$ cat src/rtl/kbonacci_pkg.sv
// kbonacci_pkg -- shared definitions for the k-bonacci sequence generator.
//   state_e           : FSM state encoding (IDLE, RUN, DONE)
//   MAX_ORDER         : largest supported ORDER (number of terms summed)
//   DEFAULT_SEED_TOP  : reset value of seed[ORDER-1]
//   DEFAULT_SEED_REST : reset value of every other seed
// Optional feature macro used by the slice: KBONACCI_GEN_SAT_EN (saturating terms).
package kbonacci_pkg;

  typedef enum logic [1:0] {
    ST_IDLE = 2'd0,
    ST_RUN  = 2'd1,
    ST_DONE = 2'd2
  } state_e;

  localparam int MAX_ORDER         = 8;
  localparam int DEFAULT_SEED_TOP  = 1;
  localparam int DEFAULT_SEED_REST = 0;

  // True for the seed slot that resets to DEFAULT_SEED_TOP.
  function automatic logic is_top_seed(input int idx, input int order);
    return idx == order - 1;
  endfunction

endpackage

$ cat src/rtl/kbonacci_hist.sv
// kbonacci_hist -- ORDER-deep sliding window of terms plus the summing adder.
// The window holds t(n)..t(n+ORDER-1); win_q[0] is the term currently offered.
// Advancing shifts the window down and appends the sum of the whole window,
// which is t(n+ORDER). A per-slot flag remembers whether that term overflowed.
// Macro: KBONACCI_GEN_SAT_EN -- clamp overflowing terms to all-ones (else wrap).
// Ports:
//   clk, resetn   : clock, asynchronous active-low reset
//   load_i        : load window from seed_flat_i (seed k -> slot k)
//   adv_i         : shift window and append the new term
//   seed_flat_i   : ORDER seeds packed, seed k at [k*DATA_WIDTH +: DATA_WIDTH]
//   cur_data_o    : current term t(n) (a flop, so it is a registered output)
//   cur_ovf_o     : current term was produced by an overflowing sum
module kbonacci_hist #(
  parameter int DATA_WIDTH = 32,
  parameter int ORDER      = 2
) (
  input  logic                          clk,
  input  logic                          resetn,
  input  logic                          load_i,
  input  logic                          adv_i,
  input  logic [ORDER*DATA_WIDTH-1:0]   seed_flat_i,
  output logic [DATA_WIDTH-1:0]         cur_data_o,
  output logic                          cur_ovf_o
);

  // Extra bits so the full sum of ORDER terms never loses a carry.
  localparam int SUM_W = DATA_WIDTH + $clog2(ORDER);

  logic [DATA_WIDTH-1:0] win_q [ORDER];
  logic [ORDER-1:0]      wovf_q;
  logic [SUM_W-1:0]      sum;
  logic                  sum_ovf;
  logic [DATA_WIDTH-1:0] new_term;

  always_comb begin
    sum = '0;
    for (int k = 0; k < ORDER; k++) begin
      sum = sum + SUM_W'(win_q[k]);
    end
  end

  assign sum_ovf = |sum[SUM_W-1:DATA_WIDTH];

`ifdef KBONACCI_GEN_SAT_EN
  assign new_term = sum_ovf ? '1 : sum[DATA_WIDTH-1:0];
`else
  assign new_term = sum[DATA_WIDTH-1:0];
`endif

  always_ff @(posedge clk or negedge resetn) begin
    if (!resetn) begin
      for (int k = 0; k < ORDER; k++) begin
        win_q[k] <= '0;
      end
      wovf_q <= '0;
    end else if (load_i) begin
      for (int k = 0; k < ORDER; k++) begin
        win_q[k] <= seed_flat_i[k*DATA_WIDTH +: DATA_WIDTH];
      end
      wovf_q <= '0;
    end else if (adv_i) begin
      for (int k = 0; k < ORDER - 1; k++) begin
        win_q[k] <= win_q[k+1];
      end
      win_q[ORDER-1] <= new_term;
      wovf_q         <= {sum_ovf, wovf_q[ORDER-1:1]};
    end
  end

  assign cur_data_o = win_q[0];
  assign cur_ovf_o  = wovf_q[0];

endmodule

$ cat src/rtl/kbonacci_gen.sv
// kbonacci_gen -- emits t(0)..t(num_terms-1) of a k-bonacci sequence over a
// valid/ready stream. t(i)=seed[i] for i<ORDER, later terms sum the previous ORDER.
// Macro: KBONACCI_GEN_SAT_EN -- saturate overflowing terms (default build wraps).
// Ports:
//   clk, resetn          : clock, asynchronous active-low reset
//   start, num_terms     : begin a run of num_terms terms (IDLE only)
//   seed_we/idx/data     : seed register write (IDLE only; out-of-range idx ignored)
//   out_valid/ready/data : term stream; out_last marks the final term
//   busy                 : high while in RUN
//   done                 : one-cycle pulse when a run completes
//   ovf                  : sticky, set when an emitted term overflowed
module kbonacci_gen
  import kbonacci_pkg::*;
#(
  parameter int DATA_WIDTH = 32,
  parameter int ORDER      = 2,
  parameter int CNT_WIDTH  = 16
) (
  input  logic                     clk,
  input  logic                     resetn,
  input  logic                     start,
  input  logic [CNT_WIDTH-1:0]     num_terms,
  input  logic                     seed_we,
  input  logic [$clog2(ORDER)-1:0] seed_idx,
  input  logic [DATA_WIDTH-1:0]    seed_data,
  output logic                     out_valid,
  input  logic                     out_ready,
  output logic [DATA_WIDTH-1:0]    out_data,
  output logic                     out_last,
  output logic                     busy,
  output logic                     done,
  output logic                     ovf
);

  state_e                  state_q;
  logic [CNT_WIDTH-1:0]    cnt_q;   // terms still to be offered after the current one
  logic                    out_valid_q, out_last_q, busy_q, done_q, ovf_q;
  logic [DATA_WIDTH-1:0]   seed_q [ORDER];
  logic [ORDER*DATA_WIDTH-1:0] seed_flat;
  logic                    xfer, hist_load, hist_adv, cur_ovf;

  assign xfer      = out_valid_q && out_ready;
  assign hist_load = (state_q == ST_IDLE) && start && (num_terms != '0);
  // The last term's transfer leaves the window as-is; no term follows it.
  assign hist_adv  = (state_q == ST_RUN) && xfer && !out_last_q;

  // Seed registers: writable only in IDLE, survive runs, cleared only by reset.
  always_ff @(posedge clk or negedge resetn) begin
    if (!resetn) begin
      for (int k = 0; k < ORDER; k++) begin
        seed_q[k] <= is_top_seed(k, ORDER) ? DATA_WIDTH'(DEFAULT_SEED_TOP)
                                           : DATA_WIDTH'(DEFAULT_SEED_REST);
      end
    end else if ((state_q == ST_IDLE) && seed_we) begin
      for (int k = 0; k < ORDER; k++) begin
        if (32'(seed_idx) == k) seed_q[k] <= seed_data;
      end
    end
  end

  generate
    for (genvar gi = 0; gi < ORDER; gi++) begin : g_seed_flat
      assign seed_flat[gi*DATA_WIDTH +: DATA_WIDTH] = seed_q[gi];
    end
  endgenerate

  kbonacci_hist #(
    .DATA_WIDTH (DATA_WIDTH),
    .ORDER      (ORDER)
  ) u_hist (
    .clk         (clk),
    .resetn      (resetn),
    .load_i      (hist_load),
    .adv_i       (hist_adv),
    .seed_flat_i (seed_flat),
    .cur_data_o  (out_data),
    .cur_ovf_o   (cur_ovf)
  );

  always_ff @(posedge clk or negedge resetn) begin
    if (!resetn) begin
      state_q     <= ST_IDLE;
      cnt_q       <= '0;
      out_valid_q <= 1'b0;
      out_last_q  <= 1'b0;
      busy_q      <= 1'b0;
      done_q      <= 1'b0;
      ovf_q       <= 1'b0;
    end else begin
      case (state_q)
        ST_IDLE: begin
          done_q <= 1'b0;
          if (start) begin
            ovf_q <= 1'b0;
            if (num_terms != '0) begin
              state_q     <= ST_RUN;
              busy_q      <= 1'b1;
              out_valid_q <= 1'b1;
              out_last_q  <= (num_terms == CNT_WIDTH'(1));
              cnt_q       <= num_terms - CNT_WIDTH'(1);
            end else begin
              state_q <= ST_DONE;
              done_q  <= 1'b1;
            end
          end
        end
        ST_RUN: begin
          // Flag lands one cycle after the offending term appears; still before DONE.
          if (cur_ovf) ovf_q <= 1'b1;
          if (xfer) begin
            if (out_last_q) begin
              state_q     <= ST_DONE;
              out_valid_q <= 1'b0;
              out_last_q  <= 1'b0;
              busy_q      <= 1'b0;
              done_q      <= 1'b1;
              cnt_q       <= '0;
            end else begin
              cnt_q      <= cnt_q - CNT_WIDTH'(1);
              out_last_q <= (cnt_q == CNT_WIDTH'(1));
            end
          end
        end
        ST_DONE: begin
          done_q  <= 1'b0;
          state_q <= ST_IDLE;
        end
        default: state_q <= ST_IDLE;
      endcase
    end
  end

  assign out_valid = out_valid_q;
  assign out_last  = out_last_q;
  assign busy      = busy_q;
  assign done      = done_q;
  assign ovf       = ovf_q;

endmodule

$ cat config.mk
export PLATFORM = sky130hd
export DESIGN_NAME = kbonacci_gen
export DESIGN_NICKNAME = d
export VERILOG_FILES = /design/src/rtl/kbonacci_pkg.sv /design/src/rtl/kbonacci_hist.sv /design/src/rtl/kbonacci_gen.sv
export SDC_FILE = /design/constraint.sdc
export NUM_CORES = 1
export LEC_CHECK = 0
export BUFFER_PORTS_ARGS = -buffer_cell sky130_fd_sc_hd__buf_2
export CAP_MARGIN = 20
export CORE_AREA = 2 2 112 158
export CTS_CLUSTER_SIZE = 24
export DETAILED_ROUTE_END_ITERATION = 12
export DIE_AREA = 0 0 114 160
export HOLD_SLACK_MARGIN = 0.15
export PLACE_DENSITY_LB_ADDON = 0.08
export SLEW_MARGIN = 20
export SYNTH_ARGS = -nofsm -noshare
export SYNTH_HDL_FRONTEND = slang
export SYNTH_HIERARCHICAL = 1
export SYNTH_SLANG_ARGS = --single-unit
$ cat constraint.sdc
create_clock -name clk -period 2.66 [get_ports clk]
set_input_delay 0.798 -clock clk [delete_from_list [all_inputs] [get_ports clk]]
set_output_delay 0.798 -clock clk [all_outputs]
set_load 0.005 [all_outputs]
After elaboration in Yosys (flattened, before gate mapping)

Cells that the tools add are included.

Mux-type cells: 32
Reductions and logical operators: 19
Equal/unequal tests: 9
Bitwise logic cells: 1
Add/subtract/negate cells: 3

Operators with widths:

| cell                                                   | number |
|---|---|
| two-way mux 64 bit                                     | 2 |
| two-way mux 16 bit                                     | 4 |
| adder 32 x 32 -> 33 bit                                | 1 |
| equality test 16 x 1 -> 1 bit (second input constant)  | 2 |
| case mux 16 bit (2 select lines)                       | 1 |
| subtractor 16 x 1 -> 16 bit (second input constant)    | 2 |
| nonzero test 16 bit                                    | 1 |
| two-way mux 1 bit                                      | 14 |
| two-way mux 2 bit                                      | 6 |
| AND reduction 3 bit                                    | 3 |
| logical AND 1 bit                                      | 6 |
| inequality test 2 bit (second input constant)          | 3 |
| case mux 1 bit (2 select lines)                        | 3 |
| AND reduction 5 bit                                    | 1 |
| inequality test 2 x 1 -> 1 bit (second input constant) | 2 |
| case mux 2 bit (2 select lines)                        | 1 |
| AND reduction 2 bit                                    | 2 |
| AND reduction 4 bit                                    | 1 |
| nonzero test 2 bit                                     | 2 |
| case mux 1 bit (3 select lines)                        | 1 |
| nonzero test 3 bit                                     | 1 |
| equality test 2 x 1 -> 1 bit (second input constant)   | 1 |
| equality test 2 bit (second input constant)            | 1 |
| zero test 2 bit                                        | 1 |
| other kinds (2)                                        | 2 |

Bits of input ports: 54
Flip-flop bits (word level): 152

Longest topological paths before layout

Depth after elaboration: 5
Gate-level depth with buffers: 11

By module

The synthesis kept the hierarchy.

By module, submodules not included:

| module        | times used | area each (um^2) | cells an instance | sequential area each (um^2) |
|---|---|---|---|---|
| kbonacci_hist | 1          | 4,848.4          | 544               | 1,651.6 |
| kbonacci_gen  | 1          | 4,065.1          | 336               | 2,153.3 |

Worst setup path after synthesis

OpenSTA, ideal clock, no wires.

Kind: flip-flop to flip-flop
Start point: register u_hist.win_q (netlist bit u_hist/cur_data_o[0])
End point: register u_hist/win_q[30] in the netlist's numbering
Cell stages (with the launch flop): 12
Path slack: -199 ps
Buffers on the path: 0
Clock period less this slack: 2,859 ps
Setup time: 126 ps
Data arrival time: 2,733 ps
Cells stage by stage: dfrtp_1 -> ha_1 -> fa_1 -> a21oi_1 -> o21ai_0 -> o211ai_1 -> o21ai_2 -> o41ai_2 -> o21ai_0 -> nor4b_1 -> nor3_1 -> a221o_1

Cells in the longest elaborated chain, start to end: 3

RTL lines:

| what                            | RTL line            | source |
|---|---|---|
| start, declared                 | kbonacci_hist.sv:29 | `logic [DATA_WIDTH-1:0] win_q [ORDER];` |
| start signal, assigned by index | kbonacci_hist.sv:58 | `win_q[k] <= seed_flat_i[k*DATA_WIDTH +: DATA_WIDTH];` |
| start signal, assigned by index | kbonacci_hist.sv:63 | `win_q[k] <= win_q[k+1];` |
| start signal, assigned by index | kbonacci_hist.sv:65 | `win_q[ORDER-1] <= new_term;` |
| adder 32 x 32 -> 33 bit         | kbonacci_hist.sv:38 | `sum = sum + SUM_W'(win_q[k]);` |
| two-way mux 64 bit              | kbonacci_hist.sv:61 | `end else if (adv_i) begin` |
| two-way mux 64 bit              | kbonacci_hist.sv:56 | `end else if (load_i) begin` |

No other way between the ends. The select of a mux whose other input is x is not followed.
A chain may end at the register's enable or synchronous reset.

Final worst setup path

Start point: register u_hist.win_q (netlist bit u_hist/cur_data_o[0])
End point: register u_hist/win_q[28] in the netlist's numbering

Same word-level chain as after synthesis.

==> flow_summary.toml <==
[critical_path]
end_kind = "register"
critical_path_class = "reg2reg"
crit_end = "u_hist/win_q[28]"
worstPathMaxFanout = 2
required_ns = 2.98
r2r-end = "u_hist/win_q[28]"
cp-start-kind = "register"
crit_start = "u_hist/cur_data_o[0]"
cpMaxStageDelayCell = "dfrtp_1"
path_cells = "ha_4 -> fa_2 -> a21oi_4 -> o21ai_2 -> o211ai_1 -> o21ai_2 -> buf_4 -> nand3_2 -> o211ai_1 -> xor2_1 -> mux2_4 -> mux2_4"
reg2regPathDepth = 12
r2r-start = "u_hist/cur_data_o[0]"
r2r_slack_ns = -0.11
slowest_delay_ns = 0.41
cp.arrival_ns = 3.09

[power]
switching_share_pct = 23.4
power_density_nw_per_um2 = 433
power_frac_seq_pct = 47.7
power_leakage_nw = 5.58
combPwrFrac_pct = 3.1
net-switching-power_mw = 1.13
p_clk_share_pct = 49.2
max-vdd-ir-drop_v = 0.000429
power_mw = 4.85
power.internal_mw = 3.71

[timing]
timing.final.crit_share_pct = 104
fin_crit_ns = 2.77
setup_violations = 6
finClkSkew_ns = 0.0162
rsz0062_at_grt = "true"
slew_headroom_pct = 62.4
worst_slack_ns = -0.113
worst_pin_slew_ns = 0.558
hold_violations = 0
fmax_mhz = 361
slew_viol_final = 0

[die]
coreArea_um2 = 17000
die_y_um = 160
die_w_um = 114
io_pins = 91
die-area_um2 = 18200
initial_core_util_pct = 52.5
rows = 57

[detailed_routing]
post_drt_wl_per_cell_um = 17.5
drtIter0Drc = 312
wl_met3_um = 747
ant_nets = 0
dr.pass1.iters = 5
vias = 7264
wl_met2_um = 12100
wirelength_um = 22300
top_layer = "met4"
via_per_inst = 5.72
wl_met1_um = 8860
remaining_drc_errors = 0

[clocking]
insertion_delay_ns = 0.43
cts_htree_levels = 4
cts_buffer_depth = 2
cts.sinks = 152
holdBufCountCts = 0
cts.reportedPaths.clkPinSlew_ns = 0.07
root_buffer = "clkbuf_16"
tritoncts = "yes"
numCtsBuffers = 17

[synthesis]
synthFlopType = "dfrtp_1"
syn_area_per_cell_um2 = 10.1
yosysUniqueCellTypes = 69
netlist_top_cells_area = "dfrtp_1, mux2_2, mux2i_1, ha_1, o21ai_0"
netlist_area_um2 = 8910
synth_top_cell_by_area = "dfrtp_1"
netlist.area_leader.share_pct = 42.4
synth_edf_count = 0
syn_nets = 974
synthCells = 880
ys_seq_elements = 152
synthArstFlopShare_pct = 100
seq_area_frac_synth_pct = 42.7
yosys_warnings = 6

[cells_and_area]
antenna_cells = 0
fill_cells = 1383
area_delta_synth_final_pct = 25.5
nNetsFinal = 1145
drive_above_1_share_pct = 36.1

[grt]
grt_start_max_net_pins = 49
grt_usage_pct = 25.0
grt_pass1_wl_um = 36500
antenna_found_initial = 0
gr-total-overflow = 0
grt_pass1_vias = 7503

[placed_design]
pre_cts_ws_ns = -0.258
io_buffers = 90
gp_congestion = 0.922
dp_hpwl_um = 16200

[hold_path]
hp-class = "in2async"

[status]
status = "complete, but fails checks"
violations = "setup timing"

[job]
drv_cap = 0
cell type report:
class                      count  area [um^2]  share of cell area [%]
clock buffer                  19          443                    3.96
tap                          206          258                    2.30
clock inverter                13          135                    1.21
sequential                   152         3800                    34.0
inverter                      15         56.3                   0.503
timing repair buffer         226         1580                    14.1
multi-input combinational    639         4900                    43.9
registers in the layout (all words and copies together) (netlist names):
name	count
u_hist/win_q	32
ovf	1
u_hist/wovf_q	2
busy	1
seed_flat	64
cnt_q	16
state_q	2
u_hist/cur_data_o	32
done	1
out_last	1
cells in the final DEF, fill, tap and decap left out, types with 5 or more instances in the layout:
cell,Yosys,routed
o21ai_2,2,6
ha_1,39,33
buf_12,0,8
ha_4,0,6
mux2_2,70,68
buf_4,34,127
mux2i_1,54,54
dfrtp_1,151,151
buf_2,1,89
a21oi_1,39,36
a22o_1,12,12
nand4_1,6,6
xnor2_1,23,21
xor2_1,15,15
a31oi_1,9,6
nor2_1,30,26
a21o_1,18,18
inv_1,15,15
nor2b_1,5,5
o22ai_1,7,7
nand3_1,19,16
inv_6,0,5
nor3b_1,5,5
nand2_1,98,97
nor3_1,16,16
o21ai_1,0,9
o21ai_0,96,81
and3_1,5,5
clkbuf_16,0,17
how the worst min path moves through the flow:
| stage | start | endpoint | slack (ns) | depth (start not counted) |
|---|---|---|---|---|
| after floorplan | seed_flat[0] | u_hist/cur_data_o[0] | 0.45 | 2 |
| after CTS | resetn | seed_flat[16] | 0.31 | 1 |
| final | resetn | seed_flat[50] | 0.31 | 1 |
| after global placement | seed_flat[24] | u_hist/cur_data_o[24] | 0.46 | 2 |
| after detailed placement | seed_flat[36] | u_hist/win_q[4] | 0.47 | 2 |
| after global routing | resetn | seed_flat[16] | 0.33 | 1 |
logic make-up after synthesis:
logic type / Yosys count / share of synthesized area, %
AO/OA/AOI/OAI: 218 / 15.2
XOR/XNOR: 38 / 3.73
adder cells (fa/ha/maj): 40 / 5.70
buffers and inverters: 89 / 5.61
flip-flops: 152 / 42.7
multiplexers: 124 / 14.9
AND/OR/NAND/NOR: 219 / 12.2
power groups by stage:
stage          combinational (mW)  clock [mW]  sequential [mW]
2_1_floorplan              0.0210           0             2.36
3_3_place_gp                0.146           0             2.35
5_1_grt                     0.168        2.53             2.31
3_5_place_dp                0.152           0             2.35
6_report                    0.148        2.39             2.31
4_1_cts                     0.153        2.44             2.31
what timing repair did:
| item | 4_1_cts | 5_1_grt |
|---|---|---|
| endpoints found under the setup margin | 11 | 16 |
| setup buffers | 8 | 3 |
| pin swaps | 23 | 14 |
| gates resized for setup | 24 | 29 |
routing by layer:
metal,vias up,global-route usage [%]
li1,3490,-
met1,3540,29.4
met2,186,45.5
met3,48,3.98
met4,0,9.04
met5,-,0
cell usage after synthesis, types with 19 or more instances:
cell type	instances
nand3_1	19
buf_4	34
a21oi_1	39
mux2_2	70
dfrtp_1	151
mux2i_1	54
clkbuf_1	31
ha_1	39
o21ai_0	96
xnor2_1	23
nor2_1	30
nand2_1	98
through the flow:
step / instance area [um^2] / std cells / util (%) / hold slack, ns / TNS (ns)
finish: 11200 / 1270 / 65.9 / 0.312 / -0.383
global route: 11200 / 1270 / 65.9 / 0.331 / -1.39
CTS: 11000 / 1267 / 65.0 / 0.309 / -0.387
detailed placement: 10300 / 1227 / 60.5 / 0.467 / -4.36
global placement: 10300 / 1227 / 60.5 / 0.460 / -2.56
floorplan: 8940 / 880 / - / 0.448 / -0.0640
worst max-delay path, delay by kind of cell, from the launching register on:
family / cells / cell delay [ns]
adders and majority gates: 2 / 0.57
and+or+nand+nor: 1 / 0.05
muxes: 2 / 0.54
xor gates and xnor gates: 1 / 0.19
DFF: 1 / 0.41
AOI/OAI and AO/OA: 5 / 0.75
buffers and inverters: 1 / 0.16
Power figures use the tool's default switching activity.
